**src/rtl/rv_decode_stage.sv**
```systemverilog
// RV32I decode stage: decodes all base formats (R/I/S/B/U/J), sign-extends
// immediates to XLEN and carries the PC alongside each instruction.
// A 2-entry store (output register plus skid register) gives full throughput
// with registered outputs. Saturating counters track handshakes and illegals.
module rv_decode_stage #(
  parameter int XLEN      = 32,
  parameter int PC_W      = 32,
  parameter int SUPPORT_M = 1,
  parameter int CNT_W     = 16
) (
  input  logic             clk,
  input  logic             reset,
  input  logic             flush,
  input  logic             in_valid,
  output logic             in_ready,
  input  logic [31:0]      in_instr,
  input  logic [PC_W-1:0]  in_pc,
  output logic             out_valid,
  input  logic             out_ready,
  output logic [PC_W-1:0]  out_pc,
  output logic [6:0]       opcode,
  output logic [2:0]       funct3,
  output logic [6:0]       funct7,
  output logic [4:0]       rs1,
  output logic [4:0]       rs2,
  output logic [4:0]       rd,
  output logic [XLEN-1:0]  imm,
  output logic [2:0]       fmt,
  output logic             illegal,
  output logic [CNT_W-1:0] insn_count,
  output logic [CNT_W-1:0] illegal_count
);

  localparam logic [6:0] OP_R      = 7'b0110011;
  localparam logic [6:0] OP_IMM    = 7'b0010011;
  localparam logic [6:0] OP_LOAD   = 7'b0000011;
  localparam logic [6:0] OP_JALR   = 7'b1100111;
  localparam logic [6:0] OP_STORE  = 7'b0100011;
  localparam logic [6:0] OP_BRANCH = 7'b1100011;
  localparam logic [6:0] OP_LUI    = 7'b0110111;
  localparam logic [6:0] OP_AUIPC  = 7'b0010111;
  localparam logic [6:0] OP_JAL    = 7'b1101111;

  localparam logic [2:0] FMT_R   = 3'd0;
  localparam logic [2:0] FMT_I   = 3'd1;
  localparam logic [2:0] FMT_S   = 3'd2;
  localparam logic [2:0] FMT_B   = 3'd3;
  localparam logic [2:0] FMT_U   = 3'd4;
  localparam logic [2:0] FMT_J   = 3'd5;
  localparam logic [2:0] FMT_ILL = 3'd7;

  typedef struct packed {
    logic [PC_W-1:0] pc;
    logic [6:0]      opcode;
    logic [2:0]      funct3;
    logic [6:0]      funct7;
    logic [4:0]      rs1;
    logic [4:0]      rs2;
    logic [4:0]      rd;
    logic [XLEN-1:0] imm;
    logic [2:0]      fmt;
    logic            illegal;
  } payload_t;

  typedef enum logic [1:0] {
    EMPTY = 2'd0,
    ONE   = 2'd1,
    FULL  = 2'd2
  } state_e;

  // Full decode of one instruction word; unused fields are forced to zero.
  function automatic payload_t decode(input logic [31:0] instr, input logic [PC_W-1:0] pc);
    payload_t         p;
    logic signed [31:0] imm32;
    logic             f7_ok;
    p        = '0;
    imm32    = '0;
    p.pc     = pc;
    p.opcode = instr[6:0];
    f7_ok    = (instr[31:25] == 7'b0000000) || (instr[31:25] == 7'b0100000) ||
               ((SUPPORT_M != 0) && (instr[31:25] == 7'b0000001));
    case (instr[6:0])
      OP_R: begin
        p.fmt = FMT_R;
        if (f7_ok) begin
          p.funct3 = instr[14:12];
          p.funct7 = instr[31:25];
          p.rs1    = instr[19:15];
          p.rs2    = instr[24:20];
          p.rd     = instr[11:7];
        end else begin
          p.illegal = 1'b1;
        end
      end
      OP_IMM, OP_LOAD, OP_JALR: begin
        p.fmt    = FMT_I;
        p.funct3 = instr[14:12];
        p.rs1    = instr[19:15];
        p.rd     = instr[11:7];
        imm32    = {{20{instr[31]}}, instr[31:20]};
      end
      OP_STORE: begin
        p.fmt    = FMT_S;
        p.funct3 = instr[14:12];
        p.rs1    = instr[19:15];
        p.rs2    = instr[24:20];
        imm32    = {{20{instr[31]}}, instr[31:25], instr[11:7]};
      end
      OP_BRANCH: begin
        p.fmt    = FMT_B;
        p.funct3 = instr[14:12];
        p.rs1    = instr[19:15];
        p.rs2    = instr[24:20];
        imm32    = {{19{instr[31]}}, instr[31], instr[7], instr[30:25], instr[11:8], 1'b0};
      end
      OP_LUI, OP_AUIPC: begin
        p.fmt = FMT_U;
        p.rd  = instr[11:7];
        imm32 = {instr[31:12], 12'b0};
      end
      OP_JAL: begin
        p.fmt = FMT_J;
        p.rd  = instr[11:7];
        imm32 = {{11{instr[31]}}, instr[31], instr[19:12], instr[20], instr[30:21], 1'b0};
      end
      default: begin
        p.fmt     = FMT_ILL;
        p.illegal = 1'b1;
      end
    endcase
    p.imm = XLEN'(imm32);
    return p;
  endfunction

  // Counter increment that sticks at all-ones instead of wrapping.
  function automatic logic [CNT_W-1:0] sat_inc(input logic [CNT_W-1:0] v);
    return (&v) ? v : v + CNT_W'(1);
  endfunction

  state_e     state_q, state_d;
  payload_t   out_q, skid_q, dec;
  logic       accept, drain;
  logic       load_out, load_skid, out_from_skid;
  logic [CNT_W-1:0] insn_cnt_q, ill_cnt_q;

  assign in_ready  = (state_q != FULL);
  assign out_valid = (state_q != EMPTY);
  assign accept    = in_valid & in_ready;
  assign drain     = out_valid & out_ready;
  assign dec       = decode(in_instr, in_pc);

  // Occupancy state register.
  always_ff @(posedge clk) begin
    if (!reset) state_q <= EMPTY;
    else        state_q <= state_d;
  end

  // Next occupancy and which storage register captures data this cycle.
  always_comb begin
    state_d       = state_q;
    load_out      = 1'b0;
    load_skid     = 1'b0;
    out_from_skid = 1'b0;
    case (state_q)
      EMPTY: begin
        if (accept) begin
          state_d  = ONE;
          load_out = 1'b1;
        end
      end
      ONE: begin
        if (accept && drain) begin
          load_out = 1'b1;
        end else if (accept) begin
          state_d   = FULL;
          load_skid = 1'b1;
        end else if (drain) begin
          state_d = EMPTY;
        end
      end
      FULL: begin
        if (drain) begin
          state_d       = ONE;
          load_out      = 1'b1;
          out_from_skid = 1'b1;
        end
      end
      default: state_d = EMPTY;
    endcase
    if (flush) begin
      state_d   = EMPTY;
      load_out  = 1'b0;
      load_skid = 1'b0;
    end
  end

  // Output and skid payload registers; output holds while stalled.
  always_ff @(posedge clk) begin
    if (!reset) begin
      out_q  <= '0;
      skid_q <= '0;
    end else begin
      if (load_out)  out_q  <= out_from_skid ? skid_q : dec;
      if (load_skid) skid_q <= dec;
    end
  end

  // Statistics: count every output handshake, including one during flush.
  always_ff @(posedge clk) begin
    if (!reset) begin
      insn_cnt_q <= '0;
      ill_cnt_q  <= '0;
    end else if (drain) begin
      insn_cnt_q <= sat_inc(insn_cnt_q);
      if (out_q.illegal) ill_cnt_q <= sat_inc(ill_cnt_q);
    end
  end

  assign out_pc        = out_q.pc;
  assign opcode        = out_q.opcode;
  assign funct3        = out_q.funct3;
  assign funct7        = out_q.funct7;
  assign rs1           = out_q.rs1;
  assign rs2           = out_q.rs2;
  assign rd            = out_q.rd;
  assign imm           = out_q.imm;
  assign fmt           = out_q.fmt;
  assign illegal       = out_q.illegal;
  assign insn_count    = insn_cnt_q;
  assign illegal_count = ill_cnt_q;

endmodule

```
**config.mk**
```make
export PLATFORM = sky130hd
export DESIGN_NAME = rv_decode_stage
export DESIGN_NICKNAME = d
export VERILOG_FILES = /design/src/rtl/rv_decode_stage.sv
export SDC_FILE = /design/constraint.sdc
export NUM_CORES = 1
export LEC_CHECK = 0
export ABC_AREA = 0
export CAP_MARGIN = 15
export CORE_MARGIN = 4
export CORE_UTILIZATION = 28
export DETAILED_ROUTE_END_ITERATION = 10
export PLACE_DENSITY = 0.47
export SLEW_MARGIN = 20
export SYNTH_ARGS = -nofsm -noshare
export SYNTH_HDL_FRONTEND = slang
export SYNTH_SLANG_ARGS = --single-unit
```
**constraint.sdc**
```tcl
create_clock -name clk -period 3 [get_ports clk]
set_input_delay 0.6 -clock clk [delete_from_list [all_inputs] [get_ports clk]]
set_output_delay 0.6 -clock clk [all_outputs]
set_load 0.05 [all_outputs]
```
==> impl_metrics.csv <==
group,metric,value,unit
global_routing,grt_pass1_vias,8416,
worst_setup_path,arrival,2.03,ns
cells_and_area,drive_above_1_share,8.51,%
clock_network,postCtsSetupBuffers,0,
cells_and_area,nNetsFinal,1401,
power,p_sw_share,25.2,%
clock_network,post_cts_resized,0,
global_routing,grt_max_degree,111,
route,antenna_left,0,
cells_and_area,area_delta_synth_final,37.8,%
synthesis,synth_area,9600,sq um
floorplanning,die_h,193,um
placed_design,dp.cells,1748,
worst_setup_path,cp_top_family,"buffers and inverters",
sta,min_period,2.63,ns
worst_setup_path,cp-start-kind,"register",
global_routing,overflow,0,
clock_network,numCtsBuffers,28,
placed_design,pre_cts_slack,0.0319,ns
global_routing,antenna_found_initial,1,
synthesis,synth_seq_cells,234,
worst_setup_path,crit_buf_inv,1,
clock_network,htreeDepth,1,
sta,post-route-period-util,87.7,%
worst_setup_path,startpoint,"state_q[1]$_SDFFE_PP0P_",
clock_network,cts_tree,"yes",
worst_setup_path,end_kind,"output port",
cells_and_area,layout_commonest_cell,"dfxtp_1",
cells_and_area,instances_no_fill,1802,
synthesis,synth_top_area_share,48.8,%
power,sequentialPowerShare,43.1,%
cells_and_area,fill_cells,3423,
power,p_sw,1.88,mW
worst_setup_path,path_class,"reg -> out",
worst_setup_path,slowest_stage,"clkdlybuf4s50_1",
cells_and_area,final_cell_mix,"dfxtp_1 (234), nand2_1 (233), clkdlybuf4s50_1 (201), a21oi_1 (99), nor2_1 (98)",
clock_network,clk_latency,0.54,ns
worst_setup_path,reg2reg_from,"state_q[0]$_SDFFE_PP0P_",
synthesis,yosys_warnings,0,
cells_and_area,seq_area,4680,sq um
sta,fmax,380,MHz
synthesis,synthArstFlopShare,0,%
clock_network,cts.clk_slew.worst_paths,0.06,ns
synthesis,synth_largest_area_cell,"dfxtp_1",
sta,setup_viol,0,
clock_network,cts_max_path_buffers,3,
synthesis,synth_nets,1211,
route,wire_per_inst,17.5,um
clock_network,cts_sinks,234,
power,power_density,564,nW/um^2
synthesis,synth_cell_type_count,68,
route,drt_iter0_drc,487,
min_path,min_from,"skid_q[91]$_SDFFE_PN0P_",
sta,holdWs,0.453,ns
sta,fin_tns_setup,0,ns
synthesis,synth_area_leaders,"dfxtp_1 (49%), nand2_1 (9.1%), a21oi_1 (5.2%)",
placed_design,port_buffers,202,
power,p_total,7.46,mW
floorplanning,die_area,37300,sq um
clock_network,cts_hold_buf,0,
synthesis,synth_ff_type,"dfxtp_1",
sta,drv_slew,0,
global_routing,grt_pass1_wl,48900,um
synthesis,seq_area_frac_synth,48.8,%
floorplanning,pin_count,203,
power,power_frac_comb,10.3,%
sta,fin_ws,0.368,ns
sta,finClkSkew,0.00664,ns
sta,relSlewSlack,34.3,%
synthesis,netlist_instances,1140,
power,intPower,5.58,mW
worst_setup_path,cpPeakStageDelay,0.81,ns
route,drc,0,
placed_design,hpwlAfterDp,20900,um
synthesis,syn_area_per_cell,8.42,sq um
floorplanning,rows,67,
route,wirelength,31500,um
run_status,outcome,"finished clean",
placed_design,gp_congestion,0.805,
synthesis,synth_edf_count,0,
min_path,hp-class,"reg -> reg",
run,drv_cap,0,
sta,tightest_slew,0.986,ns
power,ir_drop,0.399,mV
worst_setup_path,worstPathCellList,"or2_2 -> clkdlybuf4s50_1",
cells_and_area,multi_input_area,4550,sq um
global_routing,grt_use_total,16.2,%
route,dr.pass1.iters,5,
route,num_vias,8857,
sta,hold_viol_final,0,
floorplanning,start_util,28.5,%
power,p_clk_share,46.7,%
route,vias_per_cell,4.92,
floorplanning,core_area,33700,sq um
worst_setup_path,critPathRequiredTime,2.40,ns
worst_setup_path,cp_max_fo,10,
power,p_leak,4.81,nW
floorplanning,die_w,193,um
clock_network,clockRootBuffer,"clkbuf_16",
sta,rsz0062_at_grt,"no",
## layout make-up
| class | count | share of cell area, % |
|---|---|---|
| Multi-Input combinational cell | 813 | 34.4 |
| Clock inverter | 14 | 1.17 |
| Antenna cell | 2 | 0.0378 |
| Clock buffer | 38 | 6.04 |
| Sequential cell | 234 | 35.4 |
| Timing Repair Buffer | 246 | 18.5 |
| Inverter | 7 | 0.217 |
| Tap cell | 448 | 4.24 |
## routing by layer
| metal | global-route usage [%] | part of all wire, % |
|---|---|---|
| met5 | 0 | 0 |
| met4 | 4.19 | 2.3 |
| met3 | 3.38 | 5.8 |
| met2 | 25.6 | 45 |
| met1 | 22.8 | 47 |
## flip-flops by register name (all words and copies together), names as in the netlist, 3 cells and up
name	count
opcode	7
funct3	3
fmt	3
rs2	5
rs1	5
illegal_count	16
funct7	7
imm	32
insn_count	16
skid_q	100
out_pc	32
rd	5
## cells in the mapped netlist, types with 10 or more instances
library cell and instances:
clkbuf_1 58, buf_2 23, a22o_1 41, xnor2_1 15, nand2_1 233, o21ai_0 69
o21a_1 14, nand4_1 10, a311oi_1 39, a21oi_1 99, a21o_1 16, nor2_1 99
nand3_1 30, dfxtp_1 234, nor3_1 15
## stage by stage
step | util, % | area, sq um
final | 39.3 | 13200
after global routing | 39.3 | 13200
after CTS | 39.2 | 13200
after detailed placement | 36.4 | 12300
after global placement | 36.4 | 12300
after floorplan | - | 9600
## power groups by stage
stage / combinational (mW) / sequential, mW / clock (mW)
after floorplan: 0.241 / 3.46 / 0
after global placement: 0.773 / 3.28 / 0
after detailed placement: 0.772 / 3.28 / 0
after CTS: 0.775 / 3.21 / 3.60
after global routing: 0.819 / 3.22 / 3.73
final: 0.765 / 3.21 / 3.48
## logic make-up after synthesis
logic type | after synthesis | synth area share, %
AND/OR/NAND/NOR | 452 | 21.3
AO/OA/AOI/OAI | 336 | 23.5
flip-flops | 234 | 48.8
buffers and inverters | 93 | 3.97
XOR/XNOR | 21 | 1.92
multiplexers | 2 | 0.209
adder cells (fa/ha/maj) | 2 | 0.261
## path summary, 6_finish.rpt
path	cells past startpoint	to	slack, ns
worst max register to register	4	skid_q[22]$_SDFFE_PN0P_	0.93
worst min register to register	2	skid_q[91]$_SDFFE_PN0P_	0.45
worst min-delay path	2	skid_q[91]$_SDFFE_PN0P_	0.45
worst max-delay path	2	out_valid	0.37
## worst reg2reg max path, cell delays in order, from the launching register on
cell and delay (ns):
dfxtp_1 0.46, nand2b_1 0.18, or3_2 0.65, a31oi_2 0.50, a21oi_1 0.14
Note: power is estimated with default switching activity, not from simulation.
